`config.mk`:
```
export PLATFORM = sky130hd
export DESIGN_NAME = uart_tx_fifo
export DESIGN_NICKNAME = d
export VERILOG_FILES = /design/src/rtl/uart_tx_fifo.sv
export SDC_FILE = /design/constraint.sdc
export NUM_CORES = 1
export LEC_CHECK = 0
export BUFFER_PORTS_ARGS = -buffer_cell sky130_fd_sc_hd__buf_4
export CAP_MARGIN = 5
export CELL_PAD_IN_SITES_DETAIL_PLACEMENT = 1
export CELL_PAD_IN_SITES_GLOBAL_PLACEMENT = 2
export CORE_MARGIN = 5
export CORE_UTILIZATION = 35
export DETAILED_ROUTE_END_ITERATION = 6
export HOLD_SLACK_MARGIN = 0.03
export PLACE_DENSITY = 0.69
export SLEW_MARGIN = 0
export SYNTH_ARGS = -nofsm -noshare
export SYNTH_HDL_FRONTEND = slang
export SYNTH_SLANG_ARGS = --single-unit
```
`constraint.sdc`:
```
create_clock -name clk -period 8.5 [get_ports clk]
set_input_delay 1.275 -clock clk [delete_from_list [all_inputs] [get_ports clk]]
set_output_delay 1.275 -clock clk [all_outputs]
set_load 0.005 [all_outputs]
```
`src/rtl/uart_tx_fifo.sv`:
```
// Buffered UART transmitter: byte FIFO feeding a start/data/parity/stop serialiser.
module uart_tx_fifo #(
   parameter int unsigned CLKS_PER_BIT = 434,
   parameter int unsigned FIFO_DEPTH   = 8,
   parameter int unsigned PARITY_EN    = 0,
   parameter int unsigned PARITY_ODD   = 0,
   parameter int unsigned STOP_BITS    = 1
) (
   input  logic                          clk,
   input  logic                          reset,
   input  logic [7:0]                    byte_in,
   input  logic                          enable,
   output logic                          full,
   output logic [$clog2(FIFO_DEPTH):0]   fifo_count,
   output logic                          overflow,
   output logic                          bit_out,
   output logic                          busy
);

   localparam int unsigned PTR_W  = $clog2(FIFO_DEPTH);
   localparam int unsigned CNT_W  = PTR_W + 1;
   localparam int unsigned BAUD_W = $clog2(CLKS_PER_BIT);

   localparam logic [BAUD_W-1:0] BAUD_LAST = BAUD_W'(CLKS_PER_BIT - 1);
   localparam logic [CNT_W-1:0]  DEPTH_CNT = CNT_W'(FIFO_DEPTH);
   localparam logic [2:0]        STOP_LAST = 3'(STOP_BITS - 1);
   localparam logic              PAR_ODD   = (PARITY_ODD != 0);
   localparam logic              PAR_EN    = (PARITY_EN != 0);

   typedef enum logic [2:0] {
      S_IDLE,
      S_START,
      S_DATA,
      S_PARITY,
      S_STOP
   } state_e;

   logic [7:0]        mem [FIFO_DEPTH];
   logic [PTR_W-1:0]  wr_ptr_q, wr_ptr_d;
   logic [PTR_W-1:0]  rd_ptr_q, rd_ptr_d;
   logic [CNT_W-1:0]  count_q, count_d;
   logic              full_q, full_d;
   logic              ovf_q, ovf_d;

   state_e            state_q, state_d;
   logic [BAUD_W-1:0] baud_q, baud_d;
   logic [2:0]        idx_q, idx_d;
   logic [7:0]        shift_q, shift_d;
   logic              par_q, par_d;
   logic              bit_q, bit_d;
   logic              busy_q, busy_d;

   logic              push;
   logic              pop;
   logic              bit_end;
   logic [7:0]        head;

   // Writes are accepted only against the registered full flag.
   assign push    = enable & ~full_q;
   assign head    = mem[rd_ptr_q];
   assign bit_end = (baud_q == BAUD_LAST);

   // FIFO storage; no reset needed, validity is tracked by the pointers.
   always_ff @(posedge clk) begin
      if (push) mem[wr_ptr_q] <= byte_in;
   end

   // FIFO pointer, occupancy and flag next-state.
   always_comb begin
      wr_ptr_d = wr_ptr_q + PTR_W'(push);
      rd_ptr_d = rd_ptr_q + PTR_W'(pop);
      count_d  = count_q + CNT_W'(push) - CNT_W'(pop);
      full_d   = (count_d == DEPTH_CNT);
      ovf_d    = enable & full_q;
   end

   // Serialiser next-state, pop request and registered line level.
   always_comb begin
      state_d = state_q;
      baud_d  = baud_q + BAUD_W'(1);
      idx_d   = idx_q;
      shift_d = shift_q;
      par_d   = par_q;
      pop     = 1'b0;

      case (state_q)
         S_IDLE: begin
            baud_d = '0;
            if (count_q != '0) begin
               pop     = 1'b1;
               shift_d = head;
               par_d   = (^head) ^ PAR_ODD;
               state_d = S_START;
            end
         end
         S_START: begin
            if (bit_end) begin
               baud_d  = '0;
               idx_d   = '0;
               state_d = S_DATA;
            end
         end
         S_DATA: begin
            if (bit_end) begin
               baud_d = '0;
               if (idx_q == 3'd7) begin
                  idx_d   = '0;
                  state_d = PAR_EN ? S_PARITY : S_STOP;
               end else begin
                  idx_d   = idx_q + 3'd1;
                  shift_d = {1'b0, shift_q[7:1]};
               end
            end
         end
         S_PARITY: begin
            if (bit_end) begin
               baud_d  = '0;
               idx_d   = '0;
               state_d = S_STOP;
            end
         end
         S_STOP: begin
            if (bit_end) begin
               baud_d = '0;
               if (idx_q == STOP_LAST) begin
                  idx_d = '0;
                  if (count_q != '0) begin
                     // Back-to-back frame: no idle bit between stop and start.
                     pop     = 1'b1;
                     shift_d = head;
                     par_d   = (^head) ^ PAR_ODD;
                     state_d = S_START;
                  end else begin
                     state_d = S_IDLE;
                  end
               end else begin
                  idx_d = idx_q + 3'd1;
               end
            end
         end
         default: begin
            baud_d  = '0;
            state_d = S_IDLE;
         end
      endcase

      case (state_d)
         S_START:  bit_d = 1'b0;
         S_DATA:   bit_d = shift_d[0];
         S_PARITY: bit_d = par_d;
         default:  bit_d = 1'b1;
      endcase
      busy_d = (state_d != S_IDLE);
   end

   // State registers; reset abandons any frame and drives the line idle.
   always_ff @(posedge clk or posedge reset) begin
      if (reset) begin
         wr_ptr_q <= '0;
         rd_ptr_q <= '0;
         count_q  <= '0;
         full_q   <= 1'b0;
         ovf_q    <= 1'b0;
         state_q  <= S_IDLE;
         baud_q   <= '0;
         idx_q    <= '0;
         shift_q  <= '0;
         par_q    <= 1'b0;
         bit_q    <= 1'b1;
         busy_q   <= 1'b0;
      end else begin
         wr_ptr_q <= wr_ptr_d;
         rd_ptr_q <= rd_ptr_d;
         count_q  <= count_d;
         full_q   <= full_d;
         ovf_q    <= ovf_d;
         state_q  <= state_d;
         baud_q   <= baud_d;
         idx_q    <= idx_d;
         shift_q  <= shift_d;
         par_q    <= par_d;
         bit_q    <= bit_d;
         busy_q   <= busy_d;
      end
   end

   assign full       = full_q;
   assign fifo_count = count_q;
   assign overflow   = ovf_q;
   assign bit_out    = bit_q;
   assign busy       = busy_q;

endmodule

```
Yosys cells after proc, flatten, opt, wreduce, memory -nomap -nowiden
Memory sizes are Yosys's and may differ from the RTL's.
Index checks and enable logic that the tools add are counted.
- add/sub/neg operators: 6
- $mul: 0
- divide/modulo/power cells: 0
- order comparisons: 0
- equality and inequality tests: 15
- shift operators: 0
- muxes and demuxes: 34
- bitwise operators: 3
- reduce and logical (&&, ||, !) cells: 11
- operators with widths (kind ; number):
    $mux W8 ; 5
    $mux W3 ; 12
    $pmux W8 S3 ; 1
    $mux W9 ; 2
    $pmux W3 S5 ; 1
    $eq A3 B2 Y1 const B ; 4
    $add A9 B1 Y9 const B ; 1
    $eq A9 B9 Y1 const B ; 1
    $mux W1 ; 9
    $pmux W3 S3 ; 1
    $reduce_bool A3 Y1 ; 3
    $ne A2 B2 Y1 const B ; 4
    $reduce_xor A8 Y1 ; 1
    $add A3 B1 Y3 ; 2
    $eq A3 B1 Y1 const B ; 2
    $eq A3 B3 Y1 const B ; 2
    $logic_not A3 Y1 ; 2
    $reduce_and A5 Y1 ; 1
    $add A4 B1 Y4 ; 1
    $eq A4 B4 Y1 const B ; 1
    $pmux W1 S2 ; 2
    $reduce_and A4 Y1 ; 1
    $reduce_bool A4 Y1 ; 1
    $reduce_or A4 Y1 ; 1
    7 further kinds ; 8
- register bits after elaboration: 38
- bits in latches: 0
- RAM bits: 64
- memory bits (read-only): 0
- input port bits: 11
- word-level logic and storage cells: 83
- memories kept: 1
- memories (memory ; words ; bits a word ; rd ports ; clocked after Yosys merged registers in ; write ports ; line ; text):
    mem ; 8 ; 8 ; 1 ; 0 ; 1 ; 38 ; logic [7:0] mem [FIFO_DEPTH];

Depth between registers and ports, before layout
Gate-level depths: netlist (run 1).
- depth in word-level cells: 7
- mapped depth: 13

Least setup slack after synthesis (run 1)
OpenSTA, ideal clock, no wires.
- path type: input port to flip-flop
- from: input port enable
- to: register full_q, in the netlist full
- library setup time: 0.105 ns
- arrival: 2.789 ns
- data required time: 8.395 ns
- slack: 5.606 ns
- cell stages on the path: 8
- path buffers: 0
- path through: nor2b_1 or3_1 nand2_1 ha_1 inv_1 fa_1 inv_1 nor4b_1
- longest elaborated chain between the ends: 4
- ends and longest elaborated chain (element ; line ; text):
    start: declaration ; 12 ; input logic enable,
    $and A1 B1 Y1 ; 59 ; assign push = enable & ~full_q;
    $add A4 B1 Y4 ; 72 ; count_d = count_q + CNT_W'(push) - CNT_W'(pop);
    $sub A4 B1 Y4 ; 72 ;
    named net count_d[1] ; 41 ; logic [CNT_W-1:0] count_q, count_d;
    $eq A4 B4 Y1 ; 73 ; full_d = (count_d == DEPTH_CNT);
    named net full_d ; 42 ; logic full_q, full_d;
    end signal: assignment ; 175 ; full_q <= full_d;
    end: declaration ; 42 ;
The timed path passes the listed nets, and every way through them passes these cells.
A chain may end at the register's enable or synchronous reset.

Final worst setup path (run 1)
- from: register count_q[2], in the netlist fifo_count[2]
- to: register full_q, in the netlist full
- longest elaborated chain between the ends: 7
- elaborated cells on any way between the ends: 8
- those cells by class: 2 x add/sub; 1 x eq/ne; 4 x mux; 1 x reduce/logical
- ends and longest elaborated chain (element ; line ; text):
    start: declaration ; 41 ;
    start signal: assignment ; 174 ; count_q <= count_d;
    $reduce_bool A4 Y1 (*) ; 89, 127 ;
    $mux W1 (*) ; 89, 127 ;
    $mux W1 ; 125 ; if (idx_q == STOP_LAST) begin
    $mux W1 ; 123 ; if (bit_end) begin
    $pmux W1 S2 (*) ; 86 ; case (state_q)
    $sub A4 B1 Y4 (*) ; 72 ;
    named net count_d[1] ; 41 ;
    $eq A4 B4 Y1 (*) ; 73 ;
    named net full_d ; 42 ;
The timed path passes the listed nets; every way through them passes the cells marked *.

==> out/qor.csv, run 1 <==
stage;metric;value;unit
synth;#FFs+latches synth;102;
timing;setup TNS;0;ns
critical_path;FF-to-FF path depth;12;
min_path;Worst Hold Class;flop to flop;
critical_path;crit-path most repeated cell;inv_1;
route;highest routed metal layer;met4;
critical_path;end of the worst register-to-register path;full$_DFF_PP0_;
cts;clk sinks;102;
cts;CTS Buf Count;9;
timing;Hold Fails Final Rpt;0;
timing;fmax;334;MHz
layout;Synth-to-Final Area Change;14.1;%
timing;Finish-stage setup viols;0;
critical_path;critical path depth;12;
critical_path;Top delay family on crit path;simple AND/OR/NAND/NOR gates;
synth;EDFF count, synth;64;
place;IO Port Bufs;18;
floorplanning;Initial Utilization;0.352;
synth;Post-Syn Area;4390;um2
critical_path;Bufs and invs on worst path;3;
critical_path;CP peak stage delay;0.47;ns
layout;number of diodes;0;
route;Post-DRT Antenna Nets;0;
synth;Cells after Synth;286;
run;Max Cap Viol;0;
synth;Synth area leaders;edfxtp_1 44%, dfrtp_1 21%, mux4_1 8.4%;
floorplanning;core area;12500;um2
critical_path;required time worst endpoint;8.75;ns
cts;Reg clk slew, reported paths;0.08;ns
place;GP Congestion;0.701;
synth;Async S/R FF share, synth;0.373;
cts;hold buffers post-CTS;0;
route;First DRT Iteration DRCs;70;
floorplanning;# IOs;19;
critical_path;flop2flop setup slack;5.51;ns
floorplanning;# rows;41;
synth;Yosys warnings;0;
global_routing;Total GRT Usage;0.120;
cts;postcts setup bufs;0;
route;TritonRoute pass-1 iters;4;
synth;sequential share of the synthesized area;0.654;
timing;max-slew headroom at the worst pin;0.207;
cts;post-CTS resize count;0;
critical_path;Crit Path Class;flop to flop;
synth;Net Count, Synth;310;
floorplanning;Die Y;122;um
critical_path;Slowest cell on crit path;or3b_2;
route;DR vias/cell;4.72;
floorplanning;Die Span X;122;um
timing;Worst Skew;0.0108;ns
cts;CTS tree;built;
global_routing;GRT Residual Overflow;0;
timing;unrepaired setup endpoints after global routing;no;
synth;count leader, synth;edfxtp_1;
critical_path;Critical Path Start;fifo_count[2]$_DFF_PP0_;
timing;Min Clock Period, post-route;2.99;ns
critical_path;Critical Path Sink Type;flop;
cts;Root Driver;clkbuf_16;
critical_path;CP endpoint;full$_DFF_PP0_;
route;M1 wire length;3.65;mm
floorplanning;full die area;14900;um2
place;DP Cell Count;470;
global_routing;antenna violations before repair;0;
route;met3 routed WL;197;um
global_routing;vias in the first global route;2494;
cts;clk_lat worst skew;0.36;ns
pwr;VDD IR-drop max;0.141;mV
status;status;completed;
layout;fin util;0.402;
synth;leading area contributor after synthesis;edfxtp_1;
layout;Layout Nets;333;
route;total wire length;7.94;mm
synth;syn avg cell area;15.4;um2
synth;synth unique cells;44;
cts;clock tree buffer depth;2;
critical_path;cells along the critical path;inv_1 -> ha_1 -> or3b_2 -> and2_1 -> nand2b_1 -> nand2_1 -> nand2_1 -> ha_1 -> inv_1 -> fa_1 -> inv_1 -> nor4b_1;
pwr;Power Dens Cells;244;nW/um2
critical_path;crit path DAT;3.24;ns
synth;Main synth FF type;edfxtp_1;
critical_path;Reg2Reg Launch Point;fifo_count[2]$_DFF_PP0_;
route;Vias;2293;
critical_path;nature of the critical path startpoint;flop;
timing;post-route clock period utilization;0.352;
timing;worst slew pin tran;1.18;ns
global_routing;largest net degree at the start of global routing;39;
layout;layout cells sized above 1;0.131;
synth;Synth top area share;0.438;
critical_path;Max FO, Critical Path;14;
layout;Post-Layout Cell Count;486;
timing;Final Max Slew Viols;0;
cts;H-tree depth;3;
route;wire per inst;16.3;um
route;Post-route DRC;0;
route;WL met2;3.97;mm
global_routing;global-route wire length before repair;13.3;mm
place;HPWL after DPL;5.55;mm
synth;top cells by count, synth;64 x edfxtp_1, 37 x dfrtp_1, 30 x nor2_1;
pwr;P_leak;1.87;nW
## power breakdown
group / switching, mW / internal (mW)
clock: 0.209 / 0.211
combinational: 0.0935 / 0.0768
sequential: 0.0310 / 0.600
total: 0.333 / 0.888
## sequential cells by signal, indices dropped and copies added, names as in the netlist, 3 cells and up
signal and flops:
baud_q 9, fifo_count 4, idx_q 3, mem 64, rd_ptr_q 3, shift_q 8
state_q 3, wr_ptr_q 3
## through the flow
step           area, um2  power (mW)  hold slack, ns  setup slack (ns)
2_1_floorplan       4390       0.748           0.453              5.61
3_3_place_gp        4700       0.812           0.475              5.28
3_5_place_dp        4700       0.820           0.485              5.17
4_1_cts             5010        1.24           0.497              5.45
5_1_grt             5010        1.29           0.510              5.16
6_report            5010        1.22           0.492              5.51
## kinds of logic (layout without fill, tap and decap cells)
kind of cell             count (synthesis)  after routing  share of synthesized area
multiplexers                            24             24                      0.112
AND/OR/NAND/NOR                         77             77                     0.0858
buffers and inverters                   20             48                     0.0228
XOR/XNOR                                19             19                     0.0379
AO/OA/AOI/OAI                           31             31                     0.0482
adder cells (fa/ha/maj)                 13             13                     0.0387
flip-flops                             102            102                      0.654
## per-layer routing
layer	vias up	global-route usage
met5	-	0
met2	22	0.201
li1	1119	-
met1	1145	0.145
met3	7	0.0334
met4	0	0.0504
## layout make-up
cell class              instances  area (um2)
fillers                      1267        7460
inverters                      13        48.8
clock inverters                 7        86.3
multi-input cells             164        1420
repair buffers                 19         143
flip-flops and latches        102        2870
clock buffers                   9         225
well taps                     172         215
## layout by cell type (no fill, tap or decap), types with 5 or more instances in the layout
cell type / netlist / routed
inv_1: 12 / 12
a221o_1: 6 / 6
buf_4: 0 / 19
dfrtp_1: 37 / 37
xor2_1: 5 / 5
mux4_1: 14 / 14
clkbuf_16: 0 / 9
a21oi_1: 6 / 6
nand2_1: 17 / 17
ha_1: 12 / 12
nor2_1: 30 / 30
edfxtp_1: 64 / 64
xnor2_1: 14 / 14
nand3_1: 5 / 5
mux2i_1: 8 / 8
o21ai_0: 8 / 8
## how the worst min path moves through the flow
stage                             start                  end  slack [ns]  cells after the start
detailed placement      par_q$_DFF_PP0_      par_q$_DFF_PP0_        0.49                      2
CTS                 baud_q[0]$_DFF_PP0_  baud_q[0]$_DFF_PP0_        0.50                      1
floorplan           baud_q[0]$_DFF_PP0_  baud_q[0]$_DFF_PP0_        0.45                      1
finish              baud_q[0]$_DFF_PP0_  baud_q[0]$_DFF_PP0_        0.49                      1
global placement        par_q$_DFF_PP0_      par_q$_DFF_PP0_        0.47                      2
global route            par_q$_DFF_PP0_      par_q$_DFF_PP0_        0.51                      2
Note: power is estimated with default switching activity, not from simulation.
==> run 2, diff against run 1 <==
--- a/config.mk
+++ b/config.mk
@@ -13,7 +13,7 @@
 export CORE_UTILIZATION = 35
 export DETAILED_ROUTE_END_ITERATION = 6
 export HOLD_SLACK_MARGIN = 0.03
-export PLACE_DENSITY = 0.69
+export PLACE_DENSITY = 0.71
 export SLEW_MARGIN = 0
 export SYNTH_ARGS = -nofsm -noshare
 export SYNTH_HDL_FRONTEND = slang
==> constraint.sdc (replaced) <==
create_clock -name clk -period 2.43 [get_ports clk]
set_input_delay 0.3645 -clock clk [delete_from_list [all_inputs] [get_ports clk]]
set_output_delay 0.3645 -clock clk [all_outputs]
set_load 0.005 [all_outputs]
==> out/qor.csv, run 2 (same netlist as run 1, synthesis figures left out) <==
stage;metric;value;unit;change
critical_path;flop2flop setup slack;-0.05;ns;-5.56 ns
cts;CTS Buf Count;9;;unchanged
layout;register area;2870;um2;unchanged
place;GP Congestion;0.752;;+7.2%
timing;Min Clock Period, post-route;2.48;ns;-0.515 ns
timing;max-slew headroom at the worst pin;0.668;;+0.461
critical_path;nature of the critical path startpoint;flop;;
cts;Reg clk slew, reported paths;0.07;ns;about the same
layout;layout cells sized above 1;0.272;;+0.142
status;status;finished, violations left;;
global_routing;GRT Residual Overflow;0;;unchanged
timing;Finish-stage setup viols;1;;+1
critical_path;required time worst endpoint;2.68;ns;-6.07 ns
route;DR vias/cell;4.79;;+1.4%
floorplanning;full die area;14900;um2;unchanged
global_routing;largest net degree at the start of global routing;39;;unchanged
route;First DRT Iteration DRCs;131;;+87%
timing;setup TNS;-0.0485;ns;-0.0485 ns
global_routing;Total GRT Usage;0.125;;+0.00577
layout;max reg flops;64;;unchanged
critical_path;CP peak stage delay;0.49;ns;+0.02 ns
layout;Filler cells;1268;;+0.079%
min_path;Worst Hold Class;input pin to async pin;;
layout;commonest non-fill, non-tap cell in the layout;edfxtp_1;;
pwr;P_leak;2.11;nW;+13%
critical_path;Reg2Reg Launch Point;baud_q[1]$_DFF_PP0_;;
layout;Post-Layout Cell Count;528;;+8.6%
floorplanning;Die Span X;122;um;unchanged
route;Post-route DRC;0;;unchanged
floorplanning;Initial Utilization;0.352;;unchanged
critical_path;FF-to-FF path depth;11;;-1
critical_path;crit path DAT;2.73;ns;-0.51 ns
timing;Worst Skew;0.00877;ns;-0.00205 ns
timing;Hold Fails Final Rpt;0;;unchanged
route;Vias;2527;;+10%
cts;clk sinks;102;;unchanged
cts;H-tree depth;3;;unchanged
critical_path;CP endpoint;full$_DFF_PP0_;;
cts;CTS tree;built;;
route;Post-DRT Antenna Nets;0;;unchanged
route;TritonRoute pass-1 iters;4;;unchanged
global_routing;antenna violations before repair;0;;unchanged
timing;post-route clock period utilization;1.02;;+0.668
layout;area of the multi-input gates;1510;um2;+6.8%
place;Place WS;-0.193;ns;-5.36 ns
timing;fmax;403;MHz;+21%
critical_path;Critical Path Sink Type;flop;;
cts;Root Driver;clkbuf_16;;
floorplanning;Die Y;122;um;unchanged
layout;Synth-to-Final Area Change;23.9;%;
floorplanning;core area;12500;um2;unchanged
layout;fin area;5440;um2;+8.6%
global_routing;vias in the first global route;2751;;+10%
place;DP Cell Count;506;;+7.7%
timing;worst slew pin tran;0.498;ns;-0.682 ns
critical_path;Max FO, Critical Path;3;;-11
cts;clk_lat worst skew;0.35;ns;about the same
critical_path;Critical Path Start;baud_q[1]$_DFF_PP0_;;
layout;Top Registers;mem: 64 flops, baud_q: 9 flops, shift_q: 8 flops;;
timing;unrepaired setup endpoints after global routing;yes;;
place;placed cell areas;5000;um2;+6.5%
pwr;VDD IR-drop max;0.564;mV;+300%
timing;Final Max Slew Viols;0;;unchanged
place;IO Port Bufs;18;;unchanged
layout;most frequent cells in the layout;64 x edfxtp_1, 59 x buf_4, 37 x dfrtp_1, 30 x nor2_1, 16 x nand2_1;;
run;Max Cap Viol;0;;unchanged
status;failing checks;negative setup slack;;
cts;clock tree buffer depth;2;;unchanged
layout;fin util;0.436;;+0.0345
floorplanning;# rows;41;;unchanged
floorplanning;# IOs;19;;unchanged
timing;fin worst setup slack;-0.0485;ns;-5.56 ns
critical_path;end of the worst register-to-register path;full$_DFF_PP0_;;
layout;number of diodes;0;;unchanged
layout;Biggest register;mem;;
cts;hold buffers post-CTS;0;;unchanged
critical_path;crit-path most repeated cell;inv_2;;
critical_path;Slowest cell on crit path;fa_1;;
global_routing;global-route wire length before repair;14.1;mm;+5.9%
critical_path;cells along the critical path;inv_1 -> ha_2 -> and4_4 -> a31oi_4 -> or3_4 -> nand2_4 -> ha_4 -> inv_2 -> fa_1 -> inv_2 -> nor4b_2;;
critical_path;Crit Path Class;flop to flop;;
place;HPWL after DPL;5.93;mm;+6.8%
route;wire per inst;16.4;um;+0.67%
pwr;Power Dens Cells;846;nW/um2;+250%
route;total wire length;8.68;mm;+9.4%
layout;Layout Nets;375;;+13%
## run 2: worst min path at each step
stage / slack, ns / end / depth (start not counted) / from
after floorplan: 0.45 / baud_q[0]$_DFF_PP0_ / 1 / baud_q[0]$_DFF_PP0_
after global placement: 0.47 / par_q$_DFF_PP0_ / 2 / par_q$_DFF_PP0_
after detailed placement: 0.48 / par_q$_DFF_PP0_ / 2 / par_q$_DFF_PP0_
after CTS: 0.16 / idx_q[1]$_DFFE_PP0P_ / 3 / reset
after global routing: 0.19 / shift_q[7]$_DFFE_PP0P_ / 3 / reset
final: 0.14 / idx_q[0]$_DFFE_PP0P_ / 3 / reset
## run 2: metal layers
layer / wire [um] / global-route usage / part of all wire / vias to the layer above
met5: 0 / 0 / 0 / -
li1: - / - / - / 1197
met3: 270 / 0.0344 / 0.031 / 9
met1: 3590 / 0.146 / 0.41 / 1282
met2: 4720 / 0.227 / 0.54 / 39
met4: 97 / 0.0357 / 0.011 / 0
## run 2: where the power goes
part | switching, mW | internal, mW
clock | 0.654 | 0.821
combinational | 0.435 | 0.497
sequential | 0.0988 | 2.10
## run 2: layout make-up
cell class                      instances  area share
Clock buffer                            9      0.0414
Timing Repair Buffer                   61      0.0872
Sequential cell                       102       0.528
Multi-Input combinational cell        164       0.278
Tap cell                              172      0.0396
Clock inverter                          7      0.0163
Inverter                               13     0.00897
## run 2: through the flow
stage / hold slack (ns) / power [mW]
floorplan: 0.453 / 2.64
global route: 0.188 / 4.85
CTS: 0.165 / 4.63
detailed placement: 0.477 / 3.06
global placement: 0.471 / 3.01
finish: 0.138 / 4.60
## run 2: critical path, delay by kind of cell (launching register included)
kind / cells / cell delay [ns]
AND/OR/NAND/NOR: 4 / 0.99
AO/OA/AOI/OAI: 1 / 0.10
buffers and inverters: 3 / 0.14
flip-flops: 1 / 0.38
adder cells (fa/ha/maj): 3 / 0.78
## run 2: timing repair
| item | in CTS | in global routing |
|---|---|---|
| hold endpoints to repair | 0 | 0 |
| resized for setup | 13 | 3 |
| pin swaps | 6 | 4 |
| setup endpoints to repair | 4 | 2 |
| buffers inserted | 2 | 4 |
==> run 3, diff against run 2 <==
--- a/config.mk
+++ b/config.mk
@@ -6,7 +6,6 @@
 export NUM_CORES = 1
 export LEC_CHECK = 0
 export BUFFER_PORTS_ARGS = -buffer_cell sky130_fd_sc_hd__buf_4
-export CAP_MARGIN = 5
 export CELL_PAD_IN_SITES_DETAIL_PLACEMENT = 1
 export CELL_PAD_IN_SITES_GLOBAL_PLACEMENT = 2
 export CORE_MARGIN = 5
@@ -14,6 +13,7 @@
 export DETAILED_ROUTE_END_ITERATION = 6
 export HOLD_SLACK_MARGIN = 0.03
 export PLACE_DENSITY = 0.71
+export REMOVE_ABC_BUFFERS = 1
 export SLEW_MARGIN = 0
 export SYNTH_ARGS = -nofsm -noshare
 export SYNTH_HDL_FRONTEND = slang
==> out/qor.csv, run 3 (same netlist as run 1, synthesis figures left out) <==
stage;metric;value;unit;change
layout;register area;2870;um2;unchanged
floorplanning;full die area;14900;um2;unchanged
timing;post-route clock period utilization;1.04;;+0.0214
layout;Biggest register;mem;;
floorplanning;Die Y;122;um;unchanged
place;HPWL after DPL;5.88;mm;-0.93%
critical_path;Max FO, Critical Path;3;;unchanged
floorplanning;# rows;41;;unchanged
timing;Min Clock Period, post-route;2.53;ns;+0.0521 ns
pwr;Power Dens Cells;842;nW/um2;-0.52%
layout;max reg flops;64;;unchanged
layout;Layout Nets;373;;-0.53%
timing;fin worst setup slack;-0.101;ns;-0.0521 ns
pwr;P_leak;2.10;nW;-0.54%
pwr;VDD IR-drop max;0.418;mV;-26%
layout;Synth-to-Final Area Change;22.9;%;
route;wire per inst;16.5;um;+0.26%
status;failing checks;negative setup slack;;
route;TritonRoute pass-1 iters;4;;unchanged
global_routing;GRT Residual Overflow;0;;unchanged
cts;hold buffers post-CTS;0;;unchanged
critical_path;Crit Path Class;flop to flop;;
layout;number of diodes;0;;unchanged
timing;Finish-stage setup viols;1;;unchanged
cts;CTS Buf Count;9;;unchanged
place;GP Congestion;0.734;;-2.4%
cts;clk sinks;102;;unchanged
critical_path;required time worst endpoint;2.69;ns;about the same
route;total wire length;8.67;mm;-0.12%
timing;fmax;395;MHz;-2.1%
global_routing;vias in the first global route;2758;;+0.25%
critical_path;crit path DAT;2.79;ns;+0.06 ns
critical_path;FF-to-FF path depth;9;;-2
layout;layout cells sized above 1;0.263;;-0.00976
timing;worst slew pin tran;0.505;ns;+0.00716 ns
global_routing;Total GRT Usage;0.129;;+0.00324
layout;area of the multi-input gates;1520;um2;+0.17%
place;IO Port Bufs;18;;unchanged
layout;Top Registers;mem: 64 flops, baud_q: 9 flops, shift_q: 8 flops;;
timing;Final Max Slew Viols;0;;unchanged
min_path;Worst Hold Class;input pin to async pin;;
cts;Root Driver;clkbuf_16;;
route;DR vias/cell;4.83;;+0.98%
place;DP Cell Count;508;;+0.40%
global_routing;largest net degree at the start of global routing;39;;unchanged
status;status;finished, violations left;;
layout;commonest non-fill, non-tap cell in the layout;edfxtp_1;;
floorplanning;# IOs;19;;unchanged
route;Post-DRT Antenna Nets;0;;unchanged
floorplanning;Die Span X;122;um;unchanged
layout;Filler cells;1263;;-0.39%
cts;CTS tree;built;;
run;Max Cap Viol;0;;unchanged
timing;max-slew headroom at the worst pin;0.663;;-0.00477
timing;Hold Fails Final Rpt;0;;unchanged
cts;clk_lat worst skew;0.35;ns;about the same
timing;unrepaired setup endpoints after global routing;yes;;
floorplanning;Initial Utilization;0.352;;unchanged
route;Post-route DRC;0;;unchanged
pwr;final total power;4.54;mW;-1.3%
layout;most frequent cells in the layout;64 x edfxtp_1, 58 x buf_4, 37 x dfrtp_1, 30 x nor2_1, 16 x nand2_1;;
layout;Post-Layout Cell Count;526;;-0.38%
global_routing;antenna violations before repair;0;;unchanged
route;First DRT Iteration DRCs;96;;-27%
route;Vias;2542;;+0.59%
cts;clock tree buffer depth;2;;unchanged
timing;Worst Skew;0.00611;ns;-0.00266 ns
layout;fin util;0.433;;-0.00341
cts;Reg clk slew, reported paths;0.07;ns;about the same
floorplanning;core area;12500;um2;unchanged
critical_path;nature of the critical path startpoint;flop;;
global_routing;global-route wire length before repair;14.3;mm;+1.9%
critical_path;Critical Path Sink Type;flop;;
cts;H-tree depth;3;;unchanged
==> run 3: changes by cell type in the layout (fill, tap and decap cells not counted), sizes merged <==
cell,change
clkinv,-1
inv,+2
buf,-2
bufinv,-1
==> run 3: power breakdown <==
group,switching [mW],internal [mW]
combinational,0.479,0.479
clock,0.678,0.722
sequential,0.0894,2.10
total,1.25,3.30
==> run 3: area by class of cell <==
cell class / count / area share
sequential: 102 / 0.532
multi-input combinational: 164 / 0.281
clock inverter: 7 / 0.0116
timing repair buffer: 59 / 0.0844
inverter: 13 / 0.00904
clock buffer: 9 / 0.0417
tap: 172 / 0.0399
==> run 3: repair_timing <==
item                                    4_1_cts  5_1_grt
endpoints found under the setup margin        2        4
buffers inserted                              1        1
hold endpoints to repair                      0        0
pin swaps                                     7        5
gates resized for setup                      13        6
==> run 3: worst paths after layout <==
kind                                        from                    end  slack (ns)
max                          baud_q[2]$_DFF_PP0_         full$_DFF_PP0_       -0.10
min                                        reset  rd_ptr_q[2]$_DFF_PP0_        0.13
max reg2reg                  baud_q[2]$_DFF_PP0_         full$_DFF_PP0_       -0.10
min reg2reg                rd_ptr_q[0]$_DFF_PP0_  rd_ptr_q[0]$_DFF_PP0_        0.49
max in group asynchronous                  reset      bit_out$_DFF_PP1_        1.93
min in group clk                          enable     overflow$_DFF_PP0_        0.24
==> run 3: metrics by stage <==
stage	instance area [um2]	hold WS (ns)	setup slack, ns	setup TNS, ns
CTS	5340	0.150	-0.0305	-0.0305
finish	5400	0.131	-0.101	-0.101
global placement	5000	0.475	-0.0789	-0.0789
floorplan	4340	0.453	-0.293	-0.403
detailed placement	5000	0.484	-0.196	-0.196
global route	5400	0.171	-0.210	-0.289
==> run 3: worst max-delay path, stage by stage (launching register included) <==
cell,delay (ns)
dfrtp_1,0.41
nor4b_4,0.38
a31oi_4,0.15
or3_4,0.42
nand2_2,0.09
ha_4,0.13
inv_2,0.03
fa_1,0.49
inv_2,0.06
nor4b_4,0.26
==> run 3: metal layers <==
metal  vias up  share of wire  global-route usage
met2        23           0.54               0.227
met4         0          0.020              0.0525
met3        18          0.024              0.0325
met1      1302           0.42               0.150
met5         -              0                   0
li1       1199              -                   -
